===== config.mk =====
export PLATFORM = sky130hd
export DESIGN_NAME = rx_asm
export DESIGN_NICKNAME = d
export VERILOG_FILES = /design/src/rtl/rx_asm.sv
export SDC_FILE = /design/constraint.sdc
export NUM_CORES = 1
export LEC_CHECK = 0
export BUFFER_PORTS_ARGS = -buffer_cell sky130_fd_sc_hd__buf_4
export CORE_MARGIN = 2
export CORE_UTILIZATION = 32
export DETAILED_ROUTE_END_ITERATION = 10
export SYNTH_ARGS = -nofsm -noshare
export SYNTH_HDL_FRONTEND = slang
export SYNTH_SLANG_ARGS = --single-unit

===== constraint.sdc =====
create_clock -name clk -period 3.55 [get_ports clk]
set_input_delay 0.355 -clock clk [delete_from_list [all_inputs] [get_ports clk]]
set_output_delay 0.355 -clock clk [all_outputs]
set_load 0.03 [all_outputs]

===== src/rtl/rx_asm.sv =====
// UART receiver: synchronises rx_in, deserialises LSB-first data with even parity
// (per byte or per frame), checks the stop bit and holds one word for a valid/ready consumer.
module rx_asm #(
  parameter int DATA_WIDTH   = 8,
  parameter int CLKS_PER_BIT = 1,
  parameter int SYNC_STAGES  = 2
) (
  input  logic                  clk,
  input  logic                  rst_n,
  input  logic                  rx_in,
  input  logic                  parity_per_byte,
  output logic [DATA_WIDTH-1:0] data_out,
  output logic                  data_valid,
  input  logic                  data_ready,
  output logic                  parity_err,
  output logic                  frame_err,
  output logic                  overrun,
  output logic [2:0]            state_o
);
  localparam int HALF = (CLKS_PER_BIT - 1) / 2;
  localparam int BW   = (CLKS_PER_BIT > 1) ? $clog2(CLKS_PER_BIT) : 1;
  localparam int CWR  = $clog2(DATA_WIDTH + 1);
  localparam int CW   = (CWR > 3) ? CWR : 3;
  localparam logic [BW-1:0] BIT_LD  = BW'(CLKS_PER_BIT - 1);
  localparam logic [BW-1:0] HALF_LD = (HALF > 0) ? BW'(HALF - 1) : '0;
  localparam logic [CW-1:0] LAST    = CW'(DATA_WIDTH);

  localparam logic [2:0] S_IDLE   = 3'd0;
  localparam logic [2:0] S_START  = 3'd1;
  localparam logic [2:0] S_DATA   = 3'd2;
  localparam logic [2:0] S_PARITY = 3'd3;
  localparam logic [2:0] S_STOP   = 3'd4;
  localparam logic [2:0] S_BREAK  = 3'd5;

  logic [SYNC_STAGES-1:0] sync_q;
  logic [SYNC_STAGES:0]   sync_ext;
  logic                   rx_s;
  logic [2:0]             state_q, state_d;
  logic [BW-1:0]          bcnt_q, bcnt_d;
  logic [CW-1:0]          bitcnt_q, bitcnt_d;
  logic [DATA_WIDTH-1:0]  shift_q, shift_d;
  logic                   par_q, par_d;
  logic                   perr_q, perr_d;
  logic                   ppb_q, ppb_d;
  logic                   tick, done, stop_bad;
  logic [DATA_WIDTH-1:0]  dout_q, dout_d;
  logic                   valid_q, valid_d;
  logic                   perr_out_q, perr_out_d;
  logic                   ferr_q, ferr_d;
  logic                   ovr_q, ovr_d;
  logic                   load;

  assign sync_ext = {sync_q, rx_in};
  assign rx_s     = sync_q[SYNC_STAGES-1];
  assign tick     = (bcnt_q == '0);

  always_comb begin
    state_d  = state_q;
    bcnt_d   = bcnt_q;
    bitcnt_d = bitcnt_q;
    shift_d  = shift_q;
    par_d    = par_q;
    perr_d   = perr_q;
    ppb_d    = ppb_q;
    done     = 1'b0;
    stop_bad = 1'b0;
    case (state_q)
      S_IDLE: begin
        if (!rx_s) begin
          ppb_d    = parity_per_byte;
          shift_d  = '0;
          par_d    = 1'b0;
          bitcnt_d = '0;
          perr_d   = 1'b0;
          // With no half-bit wait, this low sample already confirms the start bit.
          if (HALF == 0) begin
            state_d = S_DATA;
            bcnt_d  = BIT_LD;
          end else begin
            state_d = S_START;
            bcnt_d  = HALF_LD;
          end
        end
      end
      S_START: begin
        if (tick) begin
          state_d = rx_s ? S_IDLE : S_DATA;
          bcnt_d  = BIT_LD;
        end else begin
          bcnt_d = bcnt_q - BW'(1);
        end
      end
      S_DATA: begin
        if (tick) begin
          shift_d  = {rx_s, shift_q[DATA_WIDTH-1:1]};
          par_d    = par_q ^ rx_s;
          bitcnt_d = bitcnt_q + CW'(1);
          bcnt_d   = BIT_LD;
          if ((ppb_q && bitcnt_d[2:0] == 3'd0) || bitcnt_d == LAST) state_d = S_PARITY;
        end else begin
          bcnt_d = bcnt_q - BW'(1);
        end
      end
      S_PARITY: begin
        if (tick) begin
          if (rx_s != par_q) perr_d = 1'b1;
          par_d   = 1'b0;
          bcnt_d  = BIT_LD;
          state_d = (ppb_q && bitcnt_q != LAST) ? S_DATA : S_STOP;
        end else begin
          bcnt_d = bcnt_q - BW'(1);
        end
      end
      S_STOP: begin
        if (tick) begin
          done     = 1'b1;
          stop_bad = ~rx_s;
          state_d  = rx_s ? S_IDLE : S_BREAK;
          bcnt_d   = BIT_LD;
        end else begin
          bcnt_d = bcnt_q - BW'(1);
        end
      end
      S_BREAK: begin
        // A line held low must go high again before another start is accepted.
        if (rx_s) state_d = S_IDLE;
      end
      default: state_d = S_IDLE;
    endcase
  end

  // Output handshake: data_out and flags are valid and stable while data_valid=1; the
  // word is consumed on data_valid & data_ready, and a frame completing in that same
  // cycle replaces it without a gap. A frame completing while full is dropped (overrun).
  always_comb begin
    load       = done & (~valid_q | data_ready);
    valid_d    = load | (valid_q & ~data_ready);
    ovr_d      = done & ~load;
    dout_d     = load ? shift_q  : dout_q;
    perr_out_d = load ? perr_q   : perr_out_q;
    ferr_d     = load ? stop_bad : ferr_q;
  end

  always_ff @(posedge clk or negedge rst_n) begin
    if (!rst_n) begin
      sync_q     <= '1;
      state_q    <= S_IDLE;
      bcnt_q     <= '0;
      bitcnt_q   <= '0;
      shift_q    <= '0;
      par_q      <= 1'b0;
      perr_q     <= 1'b0;
      ppb_q      <= 1'b0;
      dout_q     <= '0;
      valid_q    <= 1'b0;
      perr_out_q <= 1'b0;
      ferr_q     <= 1'b0;
      ovr_q      <= 1'b0;
    end else begin
      sync_q     <= sync_ext[SYNC_STAGES-1:0];
      state_q    <= state_d;
      bcnt_q     <= bcnt_d;
      bitcnt_q   <= bitcnt_d;
      shift_q    <= shift_d;
      par_q      <= par_d;
      perr_q     <= perr_d;
      ppb_q      <= ppb_d;
      dout_q     <= dout_d;
      valid_q    <= valid_d;
      perr_out_q <= perr_out_d;
      ferr_q     <= ferr_d;
      ovr_q      <= ovr_d;
    end
  end

  assign data_out   = dout_q;
  assign data_valid = valid_q;
  assign parity_err = perr_out_q;
  assign frame_err  = ferr_q;
  assign overrun    = ovr_q;
  assign state_o    = state_q;
endmodule

# Word level (Yosys, flattened, before mapping)

Cells that the tools add are included.

Flip-flop bits (word level): 33
Input bits: 5
Output and inout port bits: 15
Logic and storage cells: 87

Add/sub/neg operators: 2
Eq/ne operators: 16
Multiplexer cells: 30
Bitwise gates (word level): 10
Reductions and logical operators: 16

Operator list:

| cell                | number |
|---|---|
| $mux 3              | 9 |
| $pmux 3 s6          | 1 |
| $mux 8              | 2 |
| $ne 2x2->1 const B  | 8 |
| $pmux 8 s2          | 1 |
| $mux 1              | 10 |
| $mux 4              | 2 |
| $pmux 4 s2          | 1 |
| $reduce_and 4->1    | 2 |
| $reduce_and 7->1    | 1 |
| $eq 3x2->1 const B  | 2 |
| $eq 3x3->1 const B  | 2 |
| $logic_not 3->1     | 2 |
| $reduce_bool 2->1   | 3 |
| $add 4x1->4 const B | 1 |
| $eq 4x4->1 const B  | 1 |
| $ne 4x4->1 const B  | 1 |
| $not 1->1           | 4 |
| $pmux 1 s2          | 2 |
| $reduce_and 2->1    | 2 |
| $reduce_or 4->1     | 1 |
| $and 1x1->1         | 3 |
| $eq 3x1->1 const B  | 1 |
| $pmux 1 s3          | 1 |
| other kinds (9)     | 11 |

# Logic depth before layout (Yosys ltp)

Gate-level depths: netlist (run 1).

Depth in word-level cells: 7
Gate-level depth with buffers: 5
Depth with buffers taken out: 5

# Worst setup path before layout (run 1)

Ideal clock, no wire load.

Path type: flip-flop to flip-flop
From: reg state_q[2] (netlist: state_o[2])
To: reg dout_q[0] (netlist: data_out[0])
Setup time: 0.125 ns
Arrival time: 1.625 ns
Data required time: 3.425 ns
Path slack: 1.800 ns
Cell stages (with the launch flop): 6
Buffers on the path: 2
Period minus slack after synthesis: 1.750 ns
Cell sequence: dfrtp_1 buf_6 or3b_1 nand2b_4 buf_6 mux2_4

Cells in the longest elaborated chain, start to end: 3

RTL lines:

| what                   | RTL line | text |
|---|---|---|
| start, declared        | 38       | `logic [2:0] state_q, state_d;` |
| start signal, assigned | 161      | `state_q <= state_d;` |
| $eq 3x3->1             | 67       | `case (state_q)` |
| $mux 1                 | 67       |  |
| $and 1x1->1            | 136      | `load = done & (~valid_q \| data_ready);` |
| end signal, assigned   | 168      | `dout_q <= dout_d;` |
| end, declared          | 46       | `logic [DATA_WIDTH-1:0] dout_q, dout_d;` |

Every way passes these cells.
A chain may end at the register's enable or synchronous reset.

# Worst setup path in the final report (run 1)

From: reg state_q[2] (netlist: state_o[2])
To: reg dout_q[5] (netlist: data_out[5])

The elaborated chain is that of the path after synthesis.

==> impl_metrics.env, run 1 <==
export IMPL_dp_cells=168
export IMPL_cts_resized=0
export IMPL_p_leak_nw=0.820
export IMPL_track_usage_pct=11.3
export IMPL_grt_use_met1_pct=14.7
export IMPL_power_density_mw_per_mm2=1010
export IMPL_layout_common_cells="dfrtp_1, buf_4, mux2_4, a22o_1, inv_1"
export IMPL_antenna_found_initial=0
export IMPL_synth_cell_types=35
export IMPL_fin_nets=131
export IMPL_endpoint_kind="flip-flop"
export IMPL_drc_errors=0
export IMPL_cap_viol_max_count=0
export IMPL_tightest_slew_ns=0.402
export IMPL_rows=24
export IMPL_vias=844
export IMPL_final_util_pct=39.2
export IMPL_cp_max_fo=11
export IMPL_ys_warn_count=0
export IMPL_gp_congestion=0.707
export IMPL_grt_util_met2_pct=16.0
export IMPL_drive_gt1_share_pct=34.7
export IMPL_core_sq_mm=0.00426
export IMPL_p_switching_w=0.000612
export IMPL_startpoint_type="flip-flop"
export IMPL_clk_path_buf_depth=2
export IMPL_dp_final_hpwl_mm=1.65
export IMPL_synth_avg_cell_area_sq_um=13.7
export IMPL_outcome="finished, violations left"
export IMPL_worstPathRequired_ns=3.72
export IMPL_cts_tree="done"
export IMPL_tns_ns=0
export IMPL_p_clk_share_pct=20.4
export IMPL_globalRouteMet3Util_pct=5.48
export IMPL_dr_pass1_iters=4
export IMPL_ir_drop_uv=309
export IMPL_die_area_sq_mm=0.00490
export IMPL_ys_ff_latch=32
export IMPL_drv_slew=0
export IMPL_io_pins=20
export IMPL_synth_flop_cell="dfrtp_1"
export IMPL_clk_latency_ns=0.28
export IMPL_syn_area_sq_mm=0.00139
export IMPL_synth_edf_count=0
export IMPL_root_buffer="clkbuf_8"
export IMPL_fin_crit_ns=1.63
export IMPL_fill_cells=421
export IMPL_postCtsHoldBufs=0
export IMPL_drt_iter0_markers=87
export IMPL_wl_mm=2.40
export IMPL_clock_fmax_ghz=0.615
export IMPL_synthCells=102
export IMPL_antenna_cells=0
export IMPL_h_tree_depth=2
export IMPL_violations="negative hold slack"
export IMPL_fin_cells=176
export IMPL_holdWs_ns=-0.00774
export IMPL_critPathKind="flip-flop to flip-flop"
export IMPL_grt_pass1_vias=855
export IMPL_cts_setup_buffers=0
export IMPL_detail_route_antenna_nets=0
export IMPL_pwr_share_comb_pct=40.4
export IMPL_synth_nets=110
export IMPL_area_growth_syn_to_layout_pct=19.8
export IMPL_grt_pass1_wl_mm=4.21
export IMPL_die_y_um=70
export IMPL_hold_path_class="primary input to asynchronous set/reset pin"
export IMPL_top_usage_layer="met2"
export IMPL_max_slew_margin_pct=73.2
export IMPL_grt_max_degree=33
export IMPL_skew_ns=0.00420
export IMPL_fp_dieW_um=70
export IMPL_cts_sinks=32
export IMPL_ys_seq_area_share_pct=57.6
export IMPL_avgRoutedWirePerCell_um=13.6
export IMPL_rsz0062_at_grt="false"
export IMPL_final_common_cell="dfrtp_1"
export IMPL_final_hold_violation_count=4
export IMPL_start_util_pct=32.7
export IMPL_cts_buffers=5
export IMPL_path_clk_slew_ns=0.07
export IMPL_synth_async_reset_ratio_pct=100
export IMPL_portBuffers=19
export IMPL_viasPerCell=4.80
export IMPL_period_share_pct=45.8
export IMPL_critPathArrivalTime_ns=1.80
export IMPL_switching_share_pct=36.3
export IMPL_final_setup_viol_count=0
export IMPL_p_int_w=0.00107
export IMPL_seqPwrFrac_pct=39.3
export IMPL_overflow=0
==> layer usage <==
metal / up-vias / routed length (um)
met1: 418 / 1120
met4: 0 / 31
met3: 6 / 105
met2: 17 / 1150
met5: - / 0
li1: 403 / -
==> Yosys cell counts (all sizes together), types with 2 or more instances <==
library cell	count	area share, %
dfstp	2	3.8
nor2	3	0.81
or3b	2	1.3
a21oi	2	0.72
buf	4	2.8
mux2i	2	1.4
nor3b	2	1.1
ha	3	2.7
o21ai	3	1.1
nand2	2	0.54
dfrtp	30	54
clkbuf	2	0.54
a22o	9	5.7
inv	7	1.9
mux2	12	12
==> worst paths after layout <==
kind / from / endpoint / slack (ns) / cells after the start
max: state_o[2] / data_out[5] / 1.92 / 3
min: rst_n / state_o[2] / -0.008 / 1
max reg2reg: state_o[2] / data_out[5] / 1.92 / 3
min reg2reg: sync_q[0] / sync_q[1] / 0.36 / 0
max in group asynchronous: rst_n / sync_q[0] / 3.24 / 1
min in group clk: rx_in / sync_q[0] / 0.17 / 1
==> cells by family after synthesis <==
| family | share of synthesized area, % |
|---|---|
| AO/OA/AOI/OAI | 11.1 |
| buffers and inverters | 5.21 |
| multiplexers | 13.6 |
| adder cells (fa/ha/maj) | 2.69 |
| flip-flops | 57.6 |
| AND/OR/NAND/NOR | 8.53 |
| XOR/XNOR | 1.26 |
==> metrics by stage <==
stage | area [sq um] | total power, W | hold slack, ns | setup WS (ns)
floorplan | 1390 | 0.00114 | 0.0594 | 1.80
global placement | 1560 | 0.00133 | 0.309 | 1.97
detailed placement | 1560 | 0.00136 | 0.319 | 1.94
CTS | 1670 | 0.00170 | 0.00625 | 1.92
global route | 1670 | 0.00180 | 0.0159 | 1.84
finish | 1670 | 0.00169 | -0.00774 | 1.92
==> critical path, cell delays in order (launching register included) <==
cell	delay, ns
dfrtp_1	0.51
or3b_1	0.43
nand2b_4	0.25
mux2_4	0.32
==> layout make-up <==
cell class | count | area (sq um) | area share (%)
clock inverters | 2 | 35.0 | 2.10
multi-input cells | 57 | 518 | 31.0
inverters | 7 | 26.3 | 1.57
well taps | 52 | 65.1 | 3.90
clock buffers | 6 | 72.6 | 4.34
flip-flops and latches | 32 | 803 | 48.1
repair buffers | 20 | 150 | 8.99
==> state kept, by name, summed over array words and instances (netlist names) <==
register    flops
overrun         1
frame_err       1
data_out        8
bitcnt_q        4
ppb_q           1
state_o         3
data_valid      1
shift_q         8
parity_err      1
perr_q          1
par_q           1
sync_q          2
==> power by group through the flow <==
stage          combinational [W]  sequential, W  clock (W)
2_1_floorplan           0.000381       0.000761          0
3_3_place_gp            0.000666       0.000660          0
3_5_place_dp            0.000691       0.000666          0
4_1_cts                 0.000690       0.000663   0.000351
5_1_grt                 0.000734       0.000692   0.000372
6_report                0.000680       0.000662   0.000343
Power figures use the tool's default switching activity.
==> inputs of run 2 (changes only) <==
- clock period: 3.55 -> 1.45 ns (I/O delays scaled with it)
==> run 2 against run 1 <==
Effect of this change: the flow now finishes without violations; clock power is 150% higher; maximum frequency is 14% higher; clock-buffer cell count fell by 1.
==> impl_metrics.env, run 2 (synthesis results as in run 1) <==
export IMPL_outcome="finished, final reports clean"
export IMPL_layout_common_cells="buf_4, dfrtp_1, mux2_4, a22o_1, inv_1"
export IMPL_clk_path_buf_depth=2
export IMPL_skew_ns=0.00260
export IMPL_dp_slack_ns=-0.0169
export IMPL_tns_ns=0
export IMPL_switching_share_pct=36.1
export IMPL_fp_dieW_um=70
export IMPL_setup_ws_ns=0.0173
export IMPL_cp_max_fo=5
export IMPL_seqPwrFrac_pct=35.6
export IMPL_die_y_um=70
export IMPL_rsz0062_at_grt="true"
export IMPL_viasPerCell=4.98
export IMPL_portBuffers=19
export IMPL_grt_max_degree=33
export IMPL_final_hold_violation_count=0
export IMPL_worstPathCellList="or3b_4 > nand2b_4 > mux2_4"
export IMPL_p_leak_nw=0.898
export IMPL_cap_viol_max_count=0
export IMPL_die_area_sq_mm=0.00490
export IMPL_start_util_pct=32.7
export IMPL_core_sq_mm=0.00426
export IMPL_dp_final_hpwl_mm=1.77
export IMPL_p_clk_share_pct=19.1
export IMPL_p_switching_w=0.00160
export IMPL_drc_errors=0
export IMPL_drv_slew=0
export IMPL_drt_iter0_markers=52
export IMPL_avgRoutedWirePerCell_um=14.6
export IMPL_critPathArrivalTime_ns=1.61
export IMPL_io_pins=20
export IMPL_path_buf_inv=0
export IMPL_final_util_pct=43.1
export IMPL_clk_latency_ns=0.29
export IMPL_critPathKind="flip-flop to flip-flop"
export IMPL_ir_drop_uv=1070
export IMPL_p_int_w=0.00283
export IMPL_h_tree_depth=2
export IMPL_endpoint_kind="flip-flop"
export IMPL_clock_fmax_ghz=0.698
export IMPL_period_share_pct=98.8
export IMPL_area_growth_syn_to_layout_pct=31.9
export IMPL_cts_sinks=32
export IMPL_fin_nets=146
export IMPL_wl_mm=2.78
export IMPL_rows=24
export IMPL_startpoint_type="flip-flop"
export IMPL_grt_pass1_wl_mm=4.63
export IMPL_overflow=0
export IMPL_dpl_cell_area_sq_mm=0.00164
export IMPL_detail_route_antenna_nets=0
export IMPL_antenna_found_initial=0
export IMPL_tightest_slew_ns=0.407
export IMPL_path_clk_slew_ns=0.07
export IMPL_track_usage_pct=12.3
export IMPL_hold_path_class="primary input to flip-flop"
export IMPL_cp_slowest_stage_delay_ns=0.41
export IMPL_max_slew_margin_pct=72.9
export IMPL_drive_gt1_share_pct=46.8
export IMPL_cts_tree="done"
export IMPL_critPathSlowestCell="dfrtp_2"
export IMPL_fin_area_sq_mm=0.00184
export IMPL_pwr_share_comb_pct=45.3
export IMPL_antenna_cells=0
export IMPL_cp_top_family="simple AND/OR/NAND/NOR gates"
export IMPL_worstPathRequired_ns=1.62
export IMPL_dr_pass1_iters=4
export IMPL_vias=951
export IMPL_grt_pass1_vias=1015
export IMPL_holdWs_ns=0.0974
export IMPL_power_density_mw_per_mm2=2410
export IMPL_final_setup_viol_count=0
export IMPL_cts_buffers=5
export IMPL_root_buffer="clkbuf_8"
export IMPL_gp_congestion=0.786
export IMPL_final_common_cell="buf_4"
export IMPL_fin_crit_ns=1.43
[run 2: changes by cell type in the layout (fill, tap and decap cells not counted), sizes merged]
cell,delta
clkbuf,-1
clkinvlp,+1
dlygate4sd3,+2
buf,+12
nand2b,+1
[run 2: repair_timing]
item,in CTS,in global routing
hold endpoints to repair,31,0
hold buffers,2,0
gates cloned,1,0
setup endpoints to repair,10,12
setup buffers,2,0
gates resized for setup,1,6
[run 2: final timing paths]
| check | start | end | slack, ns | depth (start not counted) |
|---|---|---|---|---|
| setup / recovery | state_o[1] | data_out[3] | 0.02 | 3 |
| hold / removal | parity_per_byte | ppb_q | 0.1 | 2 |
| setup reg to reg | state_o[1] | data_out[3] | 0.02 | 3 |
| hold reg to reg | sync_q[0] | sync_q[1] | 0.36 | 0 |
| max in group asynchronous | rst_n | sync_q[1] | 0.80 | 2 |
| min in group asynchronous | rst_n | data_out[2] | 0.33 | 2 |
[run 2: through the flow]
step,std cells,total power [W]
floorplan,102,0.00282
global placement,178,0.00339
detailed placement,178,0.00348
CTS,191,0.00438
global route,191,0.00471
finish,191,0.00443
[run 2: area by class of cell]
class / count / area, sq um
well taps: 52 / 65.1
multi-input cells: 58 / 566
fillers: 413 / 2430
repair buffers: 34 / 264
clock buffers: 5 / 68.8
inverters: 7 / 26.3
clock inverters: 3 / 42.5
flip-flops and latches: 32 / 806
[run 2: power by group through the flow]
stage	Combinational [W]	Clock, W	Sequential (W)
final	0.00201	0.000846	0.00158
after global routing	0.00216	0.000916	0.00163
after CTS	0.00194	0.000876	0.00157
after detailed placement	0.00190	0	0.00159
after global placement	0.00184	0	0.00155
after floorplan	0.000954	0	0.00187
[run 2: metal layers]
layer  vias to the layer above  GRT usage, %  wire [um]  share of wire (%)
met5                         -             0          0                  0
met1                       493          13.5       1200                 43
met3                         0          5.92        122                4.4
li1                        437             -          -                  -
met2                        21          19.9       1460                 52
met4                         0          5.98          0                  0
